$ cat src/rtl/vga_fill_if.sv
// Command, CPU-store and framebuffer-write signals of the fill engine.
// cmd: a command transfers on a rising clk edge where cmd_valid && cmd_ready; cmd_valid while not ready is dropped.
interface vga_fill_if;
  logic        cmd_valid;
  logic        cmd_ready;
  logic [9:0]  cmd_x0;
  logic [9:0]  cmd_x1;
  logic [9:0]  cmd_y0;
  logic [9:0]  cmd_y1;
  logic        cmd_color;
  logic        cmd_fill;
  logic        cmd_swap;
  logic [23:0] cpu_addr;
  logic [31:0] cpu_datain;
  logic        cpu_we;
  logic        cpu_stall;
  logic [23:0] fb_addr;
  logic [31:0] fb_datain;
  logic        fb_we;

  modport master (
    output cmd_valid, cmd_x0, cmd_x1, cmd_y0, cmd_y1, cmd_color, cmd_fill, cmd_swap,
    input  cmd_ready,
    output cpu_addr, cpu_datain, cpu_we,
    input  cpu_stall,
    input  fb_addr, fb_datain, fb_we
  );

  modport slave (
    input  cmd_valid, cmd_x0, cmd_x1, cmd_y0, cmd_y1, cmd_color, cmd_fill, cmd_swap,
    output cmd_ready,
    input  cpu_addr, cpu_datain, cpu_we,
    output cpu_stall,
    output fb_addr, fb_datain, fb_we
  );
endinterface

$ cat src/rtl/vga_fill_engine.sv
// Rectangle fill / buffer swap sequencer sharing the framebuffer write bus with CPU stores
// through a starvation-bounded arbiter.
module vga_fill_engine #(
  parameter int H_RES     = 640,
  parameter int V_RES     = 480,
  parameter int MAX_STALL = 4
) (
  input  logic       clk,
  input  logic       reset,
  vga_fill_if.slave  bus,
  output logic       busy,
  output logic       done,
  output logic [1:0] state_dbg
);

  localparam int SW = (MAX_STALL < 2) ? 1 : $clog2(MAX_STALL + 1);
  localparam logic [23:0] SWAP_ADDR = 24'hfffffc;

  typedef enum logic [1:0] {
    IDLE = 2'd0,
    FILL = 2'd1,
    SWAP = 2'd2
  } state_t;

  state_t        state, state_n;
  logic [9:0]    x, y, x0_q, x1c_q, y1c_q;
  logic          color_q, swap_q;
  logic [SW-1:0] stall_cnt;
  logic          done_q, done_n;

  logic          accept, req, at_max, engine_grant, last_px;
  logic [9:0]    x1c_in, y1c_in;

  assign accept  = (state == IDLE) && bus.cmd_valid;
  assign x1c_in  = (bus.cmd_x1 > 10'(H_RES - 1)) ? 10'(H_RES - 1) : bus.cmd_x1;
  assign y1c_in  = (bus.cmd_y1 > 10'(V_RES - 1)) ? 10'(V_RES - 1) : bus.cmd_y1;
  assign req     = (state != IDLE);
  assign at_max  = (stall_cnt == SW'(MAX_STALL));
  assign engine_grant = req && (!bus.cpu_we || at_max);
  assign last_px = (x == x1c_q) && (y == y1c_q);

  always_comb begin
    state_n = state;
    done_n  = 1'b0;
    case (state)
      IDLE: begin
        if (accept) begin
          if (bus.cmd_fill && (bus.cmd_x0 <= x1c_in) && (bus.cmd_y0 <= y1c_in)) begin
            state_n = FILL;
          end else if (bus.cmd_swap) begin
            state_n = SWAP;
          end else begin
            done_n = 1'b1;
          end
        end
      end
      FILL: begin
        if (engine_grant && last_px) begin
          if (swap_q) begin
            state_n = SWAP;
          end else begin
            state_n = IDLE;
            done_n  = 1'b1;
          end
        end
      end
      SWAP: begin
        if (engine_grant) begin
          state_n = IDLE;
          done_n  = 1'b1;
        end
      end
      default: state_n = IDLE;
    endcase
  end

  always_ff @(posedge clk) begin
    if (reset) begin
      state     <= IDLE;
      stall_cnt <= '0;
      done_q    <= 1'b0;
      x         <= '0;
      y         <= '0;
      x0_q      <= '0;
      x1c_q     <= '0;
      y1c_q     <= '0;
      color_q   <= 1'b0;
      swap_q    <= 1'b0;
    end else begin
      state  <= state_n;
      done_q <= done_n;

      // Count only cycles the engine actually yielded; any grant or idle period restarts the count.
      if (!req || engine_grant) begin
        stall_cnt <= '0;
      end else if (bus.cpu_we && !at_max) begin
        stall_cnt <= stall_cnt + SW'(1);
      end

      if (accept) begin
        x       <= bus.cmd_x0;
        y       <= bus.cmd_y0;
        x0_q    <= bus.cmd_x0;
        x1c_q   <= x1c_in;
        y1c_q   <= y1c_in;
        color_q <= bus.cmd_color;
        swap_q  <= bus.cmd_swap;
      end else if ((state == FILL) && engine_grant) begin
        if (x == x1c_q) begin
          x <= x0_q;
          y <= y + 10'd1;
        end else begin
          x <= x + 10'd1;
        end
      end
    end
  end

  // Outputs are forced quiet while reset is held, even before the first reset edge.
  always_comb begin
    bus.cmd_ready = !reset && (state == IDLE);
    busy          = !reset && req;
    done          = !reset && done_q;
    bus.cpu_stall = !reset && bus.cpu_we && engine_grant;
    if (reset) begin
      bus.fb_we     = 1'b0;
      bus.fb_addr   = bus.cpu_addr;
      bus.fb_datain = bus.cpu_datain;
    end else if (engine_grant) begin
      bus.fb_we     = 1'b1;
      bus.fb_addr   = (state == SWAP) ? SWAP_ADDR : {4'h0, y, x};
      bus.fb_datain = (state == SWAP) ? 32'd0 : {31'd0, color_q};
    end else begin
      bus.fb_we     = bus.cpu_we;
      bus.fb_addr   = bus.cpu_addr;
      bus.fb_datain = bus.cpu_datain;
    end
  end

  assign state_dbg = state;

endmodule

$ cat src/flat_wrapper.sv
// flat-port wrapper written by rule: the top's interface ports become plain ports
module vga_fill_engine_flat 
#(
  parameter int H_RES     = 640,
  parameter int V_RES     = 480,
  parameter int MAX_STALL = 4
)
  (clk, reset, busy, done, state_dbg, bus_cmd_valid, bus_cmd_x0, bus_cmd_x1, bus_cmd_y0, bus_cmd_y1, bus_cmd_color, bus_cmd_fill, bus_cmd_swap, bus_cmd_ready, bus_cpu_addr, bus_cpu_datain, bus_cpu_we, bus_cpu_stall, bus_fb_addr, bus_fb_datain, bus_fb_we);
  vga_fill_if bus_i ();
  input  logic clk;
  input  logic reset;
  output logic busy;
  output logic done;
  output logic [1:0] state_dbg;
  input wire logic [$bits(bus_i.cmd_valid)-1:0] bus_cmd_valid;
  input wire logic [$bits(bus_i.cmd_x0)-1:0] bus_cmd_x0;
  input wire logic [$bits(bus_i.cmd_x1)-1:0] bus_cmd_x1;
  input wire logic [$bits(bus_i.cmd_y0)-1:0] bus_cmd_y0;
  input wire logic [$bits(bus_i.cmd_y1)-1:0] bus_cmd_y1;
  input wire logic [$bits(bus_i.cmd_color)-1:0] bus_cmd_color;
  input wire logic [$bits(bus_i.cmd_fill)-1:0] bus_cmd_fill;
  input wire logic [$bits(bus_i.cmd_swap)-1:0] bus_cmd_swap;
  output wire logic [$bits(bus_i.cmd_ready)-1:0] bus_cmd_ready;
  input wire logic [$bits(bus_i.cpu_addr)-1:0] bus_cpu_addr;
  input wire logic [$bits(bus_i.cpu_datain)-1:0] bus_cpu_datain;
  input wire logic [$bits(bus_i.cpu_we)-1:0] bus_cpu_we;
  output wire logic [$bits(bus_i.cpu_stall)-1:0] bus_cpu_stall;
  output wire logic [$bits(bus_i.fb_addr)-1:0] bus_fb_addr;
  output wire logic [$bits(bus_i.fb_datain)-1:0] bus_fb_datain;
  output wire logic [$bits(bus_i.fb_we)-1:0] bus_fb_we;
  assign bus_i.cmd_valid = bus_cmd_valid;
  assign bus_i.cmd_x0 = bus_cmd_x0;
  assign bus_i.cmd_x1 = bus_cmd_x1;
  assign bus_i.cmd_y0 = bus_cmd_y0;
  assign bus_i.cmd_y1 = bus_cmd_y1;
  assign bus_i.cmd_color = bus_cmd_color;
  assign bus_i.cmd_fill = bus_cmd_fill;
  assign bus_i.cmd_swap = bus_cmd_swap;
  assign bus_cmd_ready = bus_i.cmd_ready;
  assign bus_i.cpu_addr = bus_cpu_addr;
  assign bus_i.cpu_datain = bus_cpu_datain;
  assign bus_i.cpu_we = bus_cpu_we;
  assign bus_cpu_stall = bus_i.cpu_stall;
  assign bus_fb_addr = bus_i.fb_addr;
  assign bus_fb_datain = bus_i.fb_datain;
  assign bus_fb_we = bus_i.fb_we;
  vga_fill_engine #(.H_RES(H_RES), .V_RES(V_RES), .MAX_STALL(MAX_STALL)) u_core (.clk(clk), .reset(reset), .bus(bus_i), .busy(busy), .done(done), .state_dbg(state_dbg));
endmodule
$ cat config.mk
export PLATFORM = sky130hd
export DESIGN_NAME = vga_fill_engine_flat
export DESIGN_NICKNAME = d
export VERILOG_FILES = /design/src/rtl/vga_fill_if.sv /design/src/rtl/vga_fill_engine.sv /design/src/flat_wrapper.sv
export SDC_FILE = /design/constraint.sdc
export NUM_CORES = 1
export LEC_CHECK = 0
export ABC_AREA = 1
export ABC_CLOCK_PERIOD_IN_PS = 2200
export BUFFER_PORTS_ARGS = -buffer_cell sky130_fd_sc_hd__clkbuf_2
export CELL_PAD_IN_SITES_DETAIL_PLACEMENT = 0
export CELL_PAD_IN_SITES_GLOBAL_PLACEMENT = 1
export CORE_MARGIN = 2
export CORE_UTILIZATION = 30
export DETAILED_ROUTE_END_ITERATION = 10
export PLACE_DENSITY = 0.76
export RECOVER_POWER = 100
export SYNTH_ARGS = -nofsm -noshare
export SYNTH_HDL_FRONTEND = slang
export SYNTH_SLANG_ARGS = --single-unit
$ cat constraint.sdc
create_clock -name clk -period 2.2 [get_ports clk]
set_clock_uncertainty 0.05 [all_clocks]
set_input_delay 0.11 -clock clk [delete_from_list [all_inputs] [get_ports clk]]
set_output_delay 0.11 -clock clk [all_outputs]
set_load 0.01 [all_outputs]
-- Word level (Yosys, flattened, before mapping)
Index checks and enable logic that the tools add are counted.
- register bits after elaboration: 58
- bits of input ports: 103
- output and inout port bits: 63
- reductions and logical operators: 26
- mux-type cells: 30
- magnitude comparators: 4
- eq/ne operators: 9
- $add $sub $neg: 3
- operators by type and width (cell ; count):
    $mux W10 ; 8
    $mux W24 ; 3
    $mux W32 ; 2
    $add A10 B1 Y10 const B ; 2
    $eq A10 B10 Y1 ; 2
    $le A10 B10 Y1 ; 2
    $logic_and A1 B1 Y1 ; 13
    $mux W2 ; 6
    $gt A10 B10 Y1 const B ; 1
    $gt A10 B9 Y1 const B ; 1
    $mux W1 ; 9
    $ne A2 B1 Y1 const B ; 3
    $pmux W2 S3 ; 1
    $reduce_bool A2 Y1 ; 3
    $logic_not A1 Y1 ; 4
    $reduce_and A4 Y1 ; 1
    $add A3 B1 Y3 const B ; 1
    $eq A3 B3 Y1 const B ; 1
    $ne A3 B3 Y1 const B ; 1
    $pmux W1 S3 ; 1
    $eq A2 B1 Y1 const B ; 1
    $eq A2 B2 Y1 const B ; 1
    $logic_not A2 Y1 ; 1
    $logic_or A1 B1 Y1 ; 2
    2 further kinds ; 2

-- Depth between registers and ports, before layout
- depth after elaboration: 8
- depth in mapped cells: 18

-- Least setup slack after synthesis
Ideal clock, no wire load.
- path kind: input port to flip-flop
- from: input port bus_cmd_x1[7]
- to: register u_core.state[1], in the netlist u_core.state_dbg[1]
- arrival: 1658 ps
- library setup time: 112 ps
- stages: 16
- setup slack: 380 ps
- data required time: 2038 ps
- cell sequence: o21ai_0 > inv_1 > nor2_1 > ha_1 > nand2_1 > inv_1 > nand2_1 > nand2_1 > nand2_1 > nand3_1 > nand2_1 > nand3_1 > nand2_1 > nor2_1 > nor2_1 > nor2_1
- longest elaborated chain between the ends: 8
- elaborated cells between the ends (all ways): 10
- those cells by class: 2 x order compare; 1 x eq/ne; 4 x mux; 3 x reduce/logical
- ends and longest elaborated chain (element ; line ; source):
    start: declaration ; flat_wrapper.sv:17 ; input wire logic [$bits(bus_i.cmd_x1)-1:0] bus_cmd_x1;
    $gt A10 B10 Y1 ; vga_fill_engine.sv:35 ; assign x1c_in = (bus.cmd_x1 > 10'(H_RES - 1)) ? 10'(H_RES - 1) : bus.cmd_x1;
    $mux W10 (*) ; vga_fill_engine.sv:35 ;
    $le A10 B10 Y1 (*) ; vga_fill_engine.sv:48 ; if (bus.cmd_fill && (bus.cmd_x0 <= x1c_in) && (bus.cmd_y0 <= y1c_in)) begin
    $logic_and A1 B1 Y1 (*) (2 in series) ; vga_fill_engine.sv:48 ;
    $mux W2 ; vga_fill_engine.sv:48 ;
    $mux W2 ; vga_fill_engine.sv:47 ; if (accept) begin
    $pmux W2 S3 ; vga_fill_engine.sv:45 ; case (state)
    end signal: assignment ; vga_fill_engine.sv:90 ; state <= state_n;
    end: declaration ; vga_fill_engine.sv:25 ; state_t state, state_n;
Every way passes the cells marked *; elsewhere a longest branch is shown, timed or not. The select of a mux whose other input is x is not followed.
A chain may end at the register's enable or synchronous reset.

-- Worst setup path in the final report
- from: register u_core.x[0]
- to: register u_core.x[5]
- longest elaborated chain between the ends: 4
- elaborated cells between the ends (all ways): 5
- those cells by class: 1 x add/sub; 1 x eq/ne; 3 x mux
- ends and longest elaborated chain (element ; line ; source):
    start: declaration ; vga_fill_engine.sv:26 ; logic [9:0] x, y, x0_q, x1c_q, y1c_q;
    start signal: assignment ; vga_fill_engine.sv:101 ; x <= bus.cmd_x0;
    start signal: assignment ; vga_fill_engine.sv:110 ; x <= x0_q;
    start signal: assignment ; vga_fill_engine.sv:113 ; x <= x + 10'd1;
    $add A10 B1 Y10 or $eq A10 B10 Y1 (tied branches) ; vga_fill_engine.sv:113, vga_fill_engine.sv:109 ;
    $mux W10 (*) ; vga_fill_engine.sv:109 ; if (x == x1c_q) begin
    $mux W10 (*) ; vga_fill_engine.sv:108 ; end else if ((state == FILL) && engine_grant) begin
    $mux W10 (*) ; vga_fill_engine.sv:100 ; if (accept) begin
Marked as above.

==> results.md <==
* Syn Inst Count at 692
* Number of port buffers at 165
* Slew Viols, Final at 0
* Most common cell after layout, fill and taps aside: nand2_1
* Fmax at roughly 0.5 GHz
* Die Wd at 123 um
* Syn Nets at 819
* Hold violation count in the final report at 0
* Clock Latency Late Sink at between 300 and 400 ps
* Final Net Count at 995
* Worst hold path class: in2reg
* Yosys reg bits at 58
* Most frequent cells in the layout: 148 x nand2_1, 110 x inv_1, 110 x clkbuf_2
* RSZ-0062 raised after global routing: false
* Starting density of the core at 0.306
* Worst Path Required at 2410 ps
* CTS Buffer Depth at 2
* Crit start category: flip-flop
* Post-CTS setup buffers at 0
* GPL Wtd Cong at 0.811
* Peak VDD IR at 0.387 mV
* Die area at 0.0151 mm^2
* Die height at roughly 120 um
* # diodes at 0
* Number of synthesized flops with an enable pin at 0
* Power Density at a little under 1000 mW/mm^2
* DRT antenna net count at 0
* Critical Path End Type: flip-flop
* Yosys cell types at 36
* Post-DP Area at 0.00527 mm^2
* Overall global routing resource usage at 0.175
* Post-Route WL at 13500 um
* # H-tree levels at 3
* IO Count at 166
* Critical Setup Path Class: reg2reg
* Share of layout cells above drive strength 1 at 0.185
* Synthesized area per cell at 6.12 um^2
* Period utilization at 0.904
* DR WL/cell at 12.8 um
* Core area at between 0.01 and 0.015 mm^2
* Cts bufs inserted at 9
* Final setup viols at 0
* Ys flop type: dfxtp_1
* Final min period at 1990 ps
* Cell Rows at 43
* Sum Neg Setup Slack at 0 ps
* CTS tree: done
* Vias in the first global route at just over 4000
* Maximum number of pins on one net before global-route repair at between 60 and 70
* Post-route cell area at 0.00558 mm^2
* Remaining global-route overflow at 0
* Via count at 4744
* Clock-pin slew on the worst setup and hold paths at ~50 ps
* Worst path arrival time at ~2200 ps
* Pleak at around 2.8 nW
* Cell Area, Synth at ~0.0042 mm^2
* DR iter-0 viols at 233
* Max Cap Viol at 0
* Async set or reset register ratio after synthesis at 0
* Crit path max fanout at 8
* Status: finished, final reports clean
* Vias per std cell at 4.51
* Seq/Total Area, Yosys at 0.274
* Warnings, synthesis at 0
* P&R area growth vs syn at 31.8%
* Dpl hpwl at 10400 um
* CTS sink cnt at 58
* Initial antenna violation count at 0
* Root buf cell: clkbuf_16
* First-pass GRT wire length at 20600 um
* Drt first pass iters at 5
* Fillers at 1562
* Residual DRC count at 0
* Total power at 5.43 mW
## registers in the layout, summed over array words and instances (netlist names)
register	count
u_core.x	10
u_core.y	10
u_core.stall_cnt	3
u_core.y1c_q	10
u_core.color_q	1
u_core.done_q	1
u_core.x0_q	10
u_core.swap_q	1
u_core.state_dbg	2
u_core.x1c_q	10
## power by group
group	switching, mW	total (mW)	internal (mW)
registers	0.262	1.59	1.33
clock network	0.468	1.28	0.809
logic	1.67	2.56	0.898
## per-layer routing
metal  routed length (um)  track usage  part of all wire  up-vias
met5                    0            0                 0        -
met4                  165       0.0603             0.012        0
met3                  895       0.0246             0.066       10
met2                 5640        0.267              0.42      152
met1                 6760        0.252              0.50     2046
li1                     -            -                 -     2536
## cell type report
type / instances / area [um^2] / share of cell area
clock buffers: 12 / 256 / 0.0459
clock inverters: 3 / 15.0 / 0.00269
inverters: 119 / 475 / 0.0851
multi-input cells: 487 / 2470 / 0.442
flip-flops and latches: 58 / 1160 / 0.208
well taps: 180 / 225 / 0.0403
repair buffers: 191 / 968 / 0.173
repair inverters: 2 / 12.5 / 0.00224
## path summary, 6_finish.rpt
path,from,endpoint,slack (ps),cells past startpoint
worst max-delay path,u_core.x[0],u_core.x[5],210,10
worst min-delay path,bus_cmd_x1[4],u_core.x1c_q[4],7,3
worst max register to register,u_core.x[0],u_core.x[5],210,10
worst min register to register,u_core.stall_cnt[0],u_core.stall_cnt[0],400,1
## cells by family (layout without fill, tap and decap cells)
kind of cell,Yosys count,after routing,synth area share
adders and majority gates,24,24,0.0709
DFF,58,58,0.274
AOI/OAI and AO/OA,137,137,0.178
xor gates and xnor gates,16,16,0.0331
other,1,1,0.000885
buffers and inverters,147,327,0.139
and+or+nand+nor,309,309,0.304
## synthesized netlist by cell type (2+ instances only)
master,instances,area [um^2]
o21ai_2,4,35.0
nand3_1,45,225
clkbuf_1,11,41.3
dfxtp_1,58,1160
buf_6,2,22.5
clkbuf_2,3,15.0
nand2_4,2,22.5
nor2_4,3,33.8
clkinv_1,2,7.51
o21ai_1,3,15.0
nand4_1,9,56.3
nor2_1,98,368
inv_2,6,22.5
xor2_1,7,61.3
inv_1,110,413
nand2_1,149,559
ha_1,24,300
a21oi_1,49,245
o21bai_1,3,22.5
buf_2,10,50.1
o31ai_1,2,15.0
xnor2_1,9,78.8
o21ai_0,62,310
a21oi_2,7,61.3
a31oi_1,3,18.8
## metrics by stage
step	setup slack, ps	hold slack, ps	util	instances
2_1_floorplan	380	195	-	692
3_3_place_gp	21.3	291	0.381	1024
3_5_place_dp	22.0	309	0.381	1024
4_1_cts	77.4	0.0628	0.409	1050
5_1_grt	14.1	28.5	0.404	1052
6_report	211	7.13	0.404	1052
## worst max-delay path, cell delays in order (launching register included)
cell and delay [ps]:
dfxtp_1 400, inv_1 150, nand2_1 90, nand2_1 50
nor2_1 100, nand3_2 120, nor2_4 200, inv_1 200
o21ai_0 340, inv_1 70, a21oi_1 140
## what timing repair did
action | CTS | global route
endpoints found under the setup margin | 49 | 18
cloned | 0 | 2
endpoints found under the hold margin | 11 | 0
resized for setup | 2 | 6
hold buffers | 11 | 0
Note: power is estimated with default switching activity, not from simulation.
